$ cat src/rtl/timer_pkg.sv
// Shared types and helpers for the BCD countdown timer.
// State encoding, digit width, segment patterns, BCD clamp/decrement.
package timer_pkg;

  localparam int DIGIT_W = 4;
  localparam int NDIGITS = 4;
  localparam int BCD_W   = DIGIT_W * NDIGITS;

  typedef enum logic [1:0] {
    ST_IDLE,
    ST_RUN,
    ST_PAUSE,
    ST_EXPIRED
  } state_t;

  typedef struct packed {
    logic [DIGIT_W-1:0] digit;
    logic               borrow;
  } dec_t;

  localparam logic [0:6] SEG_0     = 7'b0000001;
  localparam logic [0:6] SEG_1     = 7'b1001111;
  localparam logic [0:6] SEG_2     = 7'b0010010;
  localparam logic [0:6] SEG_3     = 7'b0000110;
  localparam logic [0:6] SEG_4     = 7'b1001100;
  localparam logic [0:6] SEG_5     = 7'b0100100;
  localparam logic [0:6] SEG_6     = 7'b1100000;
  localparam logic [0:6] SEG_7     = 7'b0001111;
  localparam logic [0:6] SEG_8     = 7'b0000000;
  localparam logic [0:6] SEG_9     = 7'b0001100;
  localparam logic [0:6] SEG_BLANK = 7'b1111111;

  function automatic logic [DIGIT_W-1:0] clamp_digit(
    input logic [DIGIT_W-1:0] d
  );
    return (d > 4'd9) ? 4'd9 : d;
  endfunction

  function automatic logic [BCD_W-1:0] clamp_bcd(
    input logic [BCD_W-1:0] v
  );
    logic [BCD_W-1:0] r;
    r = '0;
    for (int i = 0; i < NDIGITS; i++)
      r[i*DIGIT_W +: DIGIT_W] = clamp_digit(v[i*DIGIT_W +: DIGIT_W]);
    return r;
  endfunction

  // One digit of a ripple-borrow decrement.
  function automatic dec_t dec_digit(
    input logic [DIGIT_W-1:0] d,
    input logic               bin
  );
    dec_t r;
    if (!bin) begin
      r.digit  = d;
      r.borrow = 1'b0;
    end else if (d == 4'd0) begin
      r.digit  = 4'd9;
      r.borrow = 1'b1;
    end else begin
      r.digit  = d - 4'd1;
      r.borrow = 1'b0;
    end
    return r;
  endfunction

  function automatic logic [BCD_W-1:0] dec_bcd(
    input logic [BCD_W-1:0] v
  );
    logic [BCD_W-1:0] r;
    logic             b;
    dec_t             t;
    r = '0;
    b = 1'b1;
    for (int i = 0; i < NDIGITS; i++) begin
      t = dec_digit(v[i*DIGIT_W +: DIGIT_W], b);
      r[i*DIGIT_W +: DIGIT_W] = t.digit;
      b = t.borrow;
    end
    return r;
  endfunction

endpackage

$ cat src/rtl/bcd7seg.sv
// BCD digit to active-low seven-segment decoder, purely combinational.
// Ports: bcd (4-bit digit in), seg ([0:6] = a..g, active low).
module bcd7seg
  import timer_pkg::*;
(
  input  logic [DIGIT_W-1:0] bcd,
  output logic [0:6]         seg
);

  always_comb begin
    seg = SEG_BLANK;
    unique case (bcd)
      4'd0:    seg = SEG_0;
      4'd1:    seg = SEG_1;
      4'd2:    seg = SEG_2;
      4'd3:    seg = SEG_3;
      4'd4:    seg = SEG_4;
      4'd5:    seg = SEG_5;
      4'd6:    seg = SEG_6;
      4'd7:    seg = SEG_7;
      4'd8:    seg = SEG_8;
      4'd9:    seg = SEG_9;
      default: seg = SEG_BLANK;
    endcase
  end

endmodule

$ cat src/rtl/bcd_countdown_timer.sv
// Four-digit BCD countdown timer (0.01 s steps) with load/start keys.
// Ports: CLOCK_50, RESET, PRESET, LOAD, START in; BCD_OUT, RUNNING, DONE, HEX3..0 out.
module bcd_countdown_timer #(
  parameter int TICK_DIV = 500000
) (
  input  logic        CLOCK_50,
  input  logic        RESET,
  input  logic [15:0] PRESET,
  input  logic        LOAD,
  input  logic        START,
  output logic [15:0] BCD_OUT,
  output logic        RUNNING,
  output logic        DONE,
  output logic [0:6]  HEX3,
  output logic [0:6]  HEX2,
  output logic [0:6]  HEX1,
  output logic [0:6]  HEX0
);
  import timer_pkg::*;

  localparam int PW = (TICK_DIV > 2) ? $clog2(TICK_DIV) : 1;
  localparam logic [PW-1:0] PRESC_LAST = PW'(TICK_DIV - 1);

  logic load_s1, load_s2, load_d, load_arm;
  logic start_s1, start_s2, start_d, start_arm;
  logic vld1, vld2;
  logic load_rise, start_rise;

  state_t           state;
  logic [BCD_W-1:0] count;
  logic [BCD_W-1:0] count_dec;
  logic [PW-1:0]    presc;

  // vld1/vld2 mark when the sync stages hold real samples instead of
  // reset fill; an input must be seen low before its edges are armed,
  // so a key held through reset release never fires.
  always_ff @(posedge CLOCK_50 or posedge RESET) begin
    if (RESET) begin
      load_s1   <= 1'b0;
      load_s2   <= 1'b0;
      load_d    <= 1'b0;
      load_arm  <= 1'b0;
      start_s1  <= 1'b0;
      start_s2  <= 1'b0;
      start_d   <= 1'b0;
      start_arm <= 1'b0;
      vld1      <= 1'b0;
      vld2      <= 1'b0;
    end else begin
      load_s1   <= LOAD;
      load_s2   <= load_s1;
      load_d    <= load_s2;
      start_s1  <= START;
      start_s2  <= start_s1;
      start_d   <= start_s2;
      vld1      <= 1'b1;
      vld2      <= vld1;
      load_arm  <= load_arm | (vld2 & ~load_s2);
      start_arm <= start_arm | (vld2 & ~start_s2);
    end
  end

  assign load_rise  = load_arm & load_s2 & ~load_d;
  assign start_rise = start_arm & start_s2 & ~start_d;

  assign count_dec = dec_bcd(count);

  // Key events outrank the prescaler; a pausing START freezes it in place.
  always_ff @(posedge CLOCK_50 or posedge RESET) begin
    if (RESET) begin
      state <= ST_IDLE;
      count <= '0;
      presc <= '0;
    end else if (load_rise) begin
      state <= ST_IDLE;
      count <= clamp_bcd(PRESET);
      presc <= '0;
    end else if (start_rise) begin
      unique case (state)
        ST_IDLE:    state <= (count == '0) ? ST_EXPIRED : ST_RUN;
        ST_RUN:     state <= ST_PAUSE;
        ST_PAUSE:   state <= ST_RUN;
        ST_EXPIRED: state <= ST_EXPIRED;
      endcase
    end else if (state == ST_RUN) begin
      if (presc == PRESC_LAST) begin
        presc <= '0;
        if (count != '0) begin
          count <= count_dec;
          if (count_dec == '0)
            state <= ST_EXPIRED;
        end else begin
          state <= ST_EXPIRED;
        end
      end else begin
        presc <= presc + 1'b1;
      end
    end
  end

  assign BCD_OUT = count;
  assign RUNNING = (state == ST_RUN);
  assign DONE    = (state == ST_EXPIRED);

  bcd7seg u_seg3 (.bcd(count[15:12]), .seg(HEX3));
  bcd7seg u_seg2 (.bcd(count[11:8]),  .seg(HEX2));
  bcd7seg u_seg1 (.bcd(count[7:4]),   .seg(HEX1));
  bcd7seg u_seg0 (.bcd(count[3:0]),   .seg(HEX0));

endmodule

$ cat config.mk
export PLATFORM = sky130hd
export DESIGN_NAME = bcd_countdown_timer
export DESIGN_NICKNAME = d
export VERILOG_FILES = /design/src/rtl/timer_pkg.sv /design/src/rtl/bcd7seg.sv /design/src/rtl/bcd_countdown_timer.sv
export SDC_FILE = /design/constraint.sdc
export NUM_CORES = 1
export LEC_CHECK = 0
export ABC_CLOCK_PERIOD_IN_PS = 3800
export BUFFER_PORTS_ARGS = -buffer_cell sky130_fd_sc_hd__buf_2
export CORE_AREA = 2 2 112 82
export CTS_CLUSTER_DIAMETER = 200
export CTS_CLUSTER_SIZE = 28
export DETAILED_ROUTE_END_ITERATION = 10
export DIE_AREA = 0 0 114 84
export PLACE_DENSITY = 0.69
export SYNTH_ARGS = -nofsm -noshare
export SYNTH_HDL_FRONTEND = slang
export SYNTH_HIERARCHICAL = 1
export SYNTH_SLANG_ARGS = --single-unit
export TNS_END_PERCENT = 20
$ cat constraint.sdc
create_clock -name CLOCK_50 -period 3.8 [get_ports CLOCK_50]
set_input_delay 0.38 -clock CLOCK_50 [delete_from_list [all_inputs] [get_ports CLOCK_50]]
set_output_delay 0.38 -clock CLOCK_50 [all_outputs]
set_load 0.02 [all_outputs]
==> impl_metrics.toml <==
[status]
status = "finished, final reports clean"

[logic_synthesis]
synth-edff-count = 0
yosys.area.top_type = "dfrtp_1"
postSynthAreaPerCell_um2 = 8.34
yosys_warnings = 6
ys.flop_type = "dfrtp_1"
synth_cell_type_count = 52
synth_area_leaders = "dfrtp_1 35%, ha_1 7.2%, nor2_1 6.3%, a21oi_1 5.3%, o21ai_0 4.1%"
netlist.area_leader.share_pct = 35.4
yosysSeqAreaShare_pct = 35.4
ys_ff_latch = 47
synth_async_sr_flop_share_pct = 100
synthCells = 398
netlist_area_mm2 = 0.00332
synth_nets = 437

[sta]
fin_crit_sh_pct = 68.2
setup_ws_ns = 1.21
worst_pin_slew_ns = 0.965
hold_viol = 0
fin_setup_tns_ns = 0
max_freq_mhz = 386
slew_headroom_pct = 34.0
period_needed_ns = 2.59
skew_ns = 0.00510
slew_violations = 0
rsz0062_at_grt = "false"
setup_viol = 0

[die]
fp.dieW_um = 114
die_y_um = 84
initial_core_util_pct = 38.4
core-area_mm2 = 0.00864
num_io_pins = 66
std_cell_rows = 29
dieArea_mm2 = 0.00958

[cts]
clk_pin_slew_ns = 0.06
cts_resized = 0
clockRootBuffer = "clkbuf_16"
cts_tree = "yes"
post_cts_buffers = 0
clockBufferDepth = 2
ctsHoldBuffers = 0
cts_sinks = 47
htree_levels = 2
worstSkewPairLatency_ns = 0.29
cts_buffers = 5

[finish]
layout_common_cells = "65 x buf_2, 56 x nor2_1, 47 x dfrtp_1, 35 x a21oi_1, 28 x nand2_1"
fillers = 879
drive_above_1_share_pct = 19.6
nets = 498
area_growth_pct = 15.9
final_common_cell = "buf_2"
diodes = 0

[worst_setup_path]
crit_type = "register to register"
r2r_end = "BCD_OUT[9]"
timing.rr.start = "BCD_OUT[3]"
path_max_fanout = 15
slowest_delay_ns = 0.65
endpoint = "BCD_OUT[9]"
cpMaxStageDelayCell = "or4_1"
reg2reg_depth = 6
crit_chain = "or4_1 > or3_1 > nor4_1 > mux2_1 > mux2i_1 > o21ai_1"
startpoint = "BCD_OUT[3]"
cp.arrival_ns = 2.76
cp-end-kind = "register"
start_kind = "register"
worstPathRequired_ns = 3.97
r2r_slack_ns = 1.21

[grt]
grt_pass1_wl_um = 12800
grt_overflow = 0
grt_max_degree = 48
antenna_found_initial = 0
track_usage_pct = 16.1
grt_pass1_vias = 2710

[routing]
drt-total-wl_um = 7550
drcViolationCount = 0
initialDrtViolationCount = 215
antenna_left = 0
vias_per_cell = 5.25
firstDrtPassIters = 4
num_vias = 2980
routedWlPerCell_um = 13.3

[min_path]
min_path_type = "input port to register"

[power]
seqPwrFrac_pct = 39.5
power_density_mw_per_mm2 = 421
total_leakage_power_nw = 1.72
clockPowerShare_pct = 26.4
peakVddDrop_mv = 0.178
p_sw_mw = 0.628
p_comb_share_pct = 34.2
internal-power_mw = 0.991
switching_share_pct = 38.8

[place]
dpl.hpwl_um = 5520
dp_worst_setup_slack_ns = 1.29
finalWeightedCongestion = 0.815
numPortBuffers = 65

[run]
cap_viol_max_count = 0
-- state kept, by name, summed over array words and instances, names as in the netlist --
name / cells
BCD_OUT: 16
vld1: 1
vld2: 1
load_d: 1
load_s1: 1
presc: 19
start_s1: 1
start_arm: 1
start_s2: 1
load_s2: 1
state: 2
start_d: 1
load_arm: 1
-- area by class of cell --
| class | instances | area, um^2 | share of cell area, % |
|---|---|---|---|
| clock inverter | 1 | 5.00 | 0.130 |
| timing repair buffer | 66 | 333 | 8.66 |
| multi-input combinational | 317 | 1980 | 51.5 |
| clock buffer | 7 | 133 | 3.45 |
| inverter | 22 | 82.6 | 2.15 |
| tap | 108 | 135 | 3.51 |
| sequential | 47 | 1180 | 30.6 |
-- cell usage after synthesis, types with 3 or more instances --
cell type / number
a21o_1: 3
a21oi_1: 35
a31oi_1: 7
and2_1: 4
and4_1: 3
buf_2: 3
buf_6: 4
clkbuf_1: 5
dfrtp_1: 47
ha_1: 19
inv_1: 22
nand2_1: 28
nand2b_1: 17
nand3_1: 11
nand3b_1: 3
nand4_1: 6
nor2_1: 56
nor3_1: 8
o211ai_1: 4
o21ai_0: 27
o21ai_1: 13
or2_1: 4
or2_2: 4
or3_1: 4
or4_1: 5
xnor2_1: 10
xor2_1: 11
-- worst min path at each step --
stage	depth (start not counted)	start	slack [ns]	endpoint
3_5_place_dp	0	vld1	0.34	vld2
4_1_cts	1	LOAD	0.20	load_s1
3_3_place_gp	0	vld1	0.33	vld2
6_report	1	START	0.20	start_s1
5_1_grt	1	LOAD	0.19	load_s1
2_1_floorplan	0	load_s1	0.33	load_s2
-- power by group through the flow --
stage | registers, mW | logic [mW] | clock network (mW)
detailed placement | 0.647 | 0.554 | 0
global placement | 0.642 | 0.543 | 0
finish | 0.639 | 0.553 | 0.427
global route | 0.651 | 0.612 | 0.455
CTS | 0.638 | 0.557 | 0.432
floorplan | 0.634 | 0.400 | 0
-- critical path, delay by kind of cell (launching register included) --
kind	cells	cell delay (ns)
and+or+nand+nor	3	1.33
DFF	1	0.54
muxes	2	0.52
AOI/OAI and AO/OA	1	0.08
-- cell families (layout without fill, tap and decap cells) --
logic type	Yosys count	in the layout	synth area share, %
compound gates	101	101	18.4
simple gates	172	172	27.6
xor+xnor	21	21	5.54
flops	47	47	35.4
other cells	1	1	0.113
fa+ha+maj	19	19	7.16
mux	3	3	0.943
buf+inv	34	96	4.86
-- metal layers --
layer  wire (um)  global-route usage, %  vias up
li1            -                      -     1502
met1        3850                   23.7     1407
met2        3350                   24.7       65
met3         316                   3.05        6
met4          40                   2.77        0
met5           0                      0        -
-- metrics by stage --
step | total power [mW] | utilization, % | hold WS, ns | instance area [um^2] | cells
floorplan | 1.03 | - | 0.331 | 3320 | 398
global placement | 1.18 | 42.9 | 0.333 | 3710 | 560
detailed placement | 1.20 | 42.9 | 0.337 | 3710 | 560
CTS | 1.63 | 44.5 | 0.198 | 3840 | 568
global route | 1.72 | 44.5 | 0.189 | 3840 | 568
finish | 1.62 | 44.5 | 0.200 | 3840 | 568
Power figures use the tool's default switching activity.
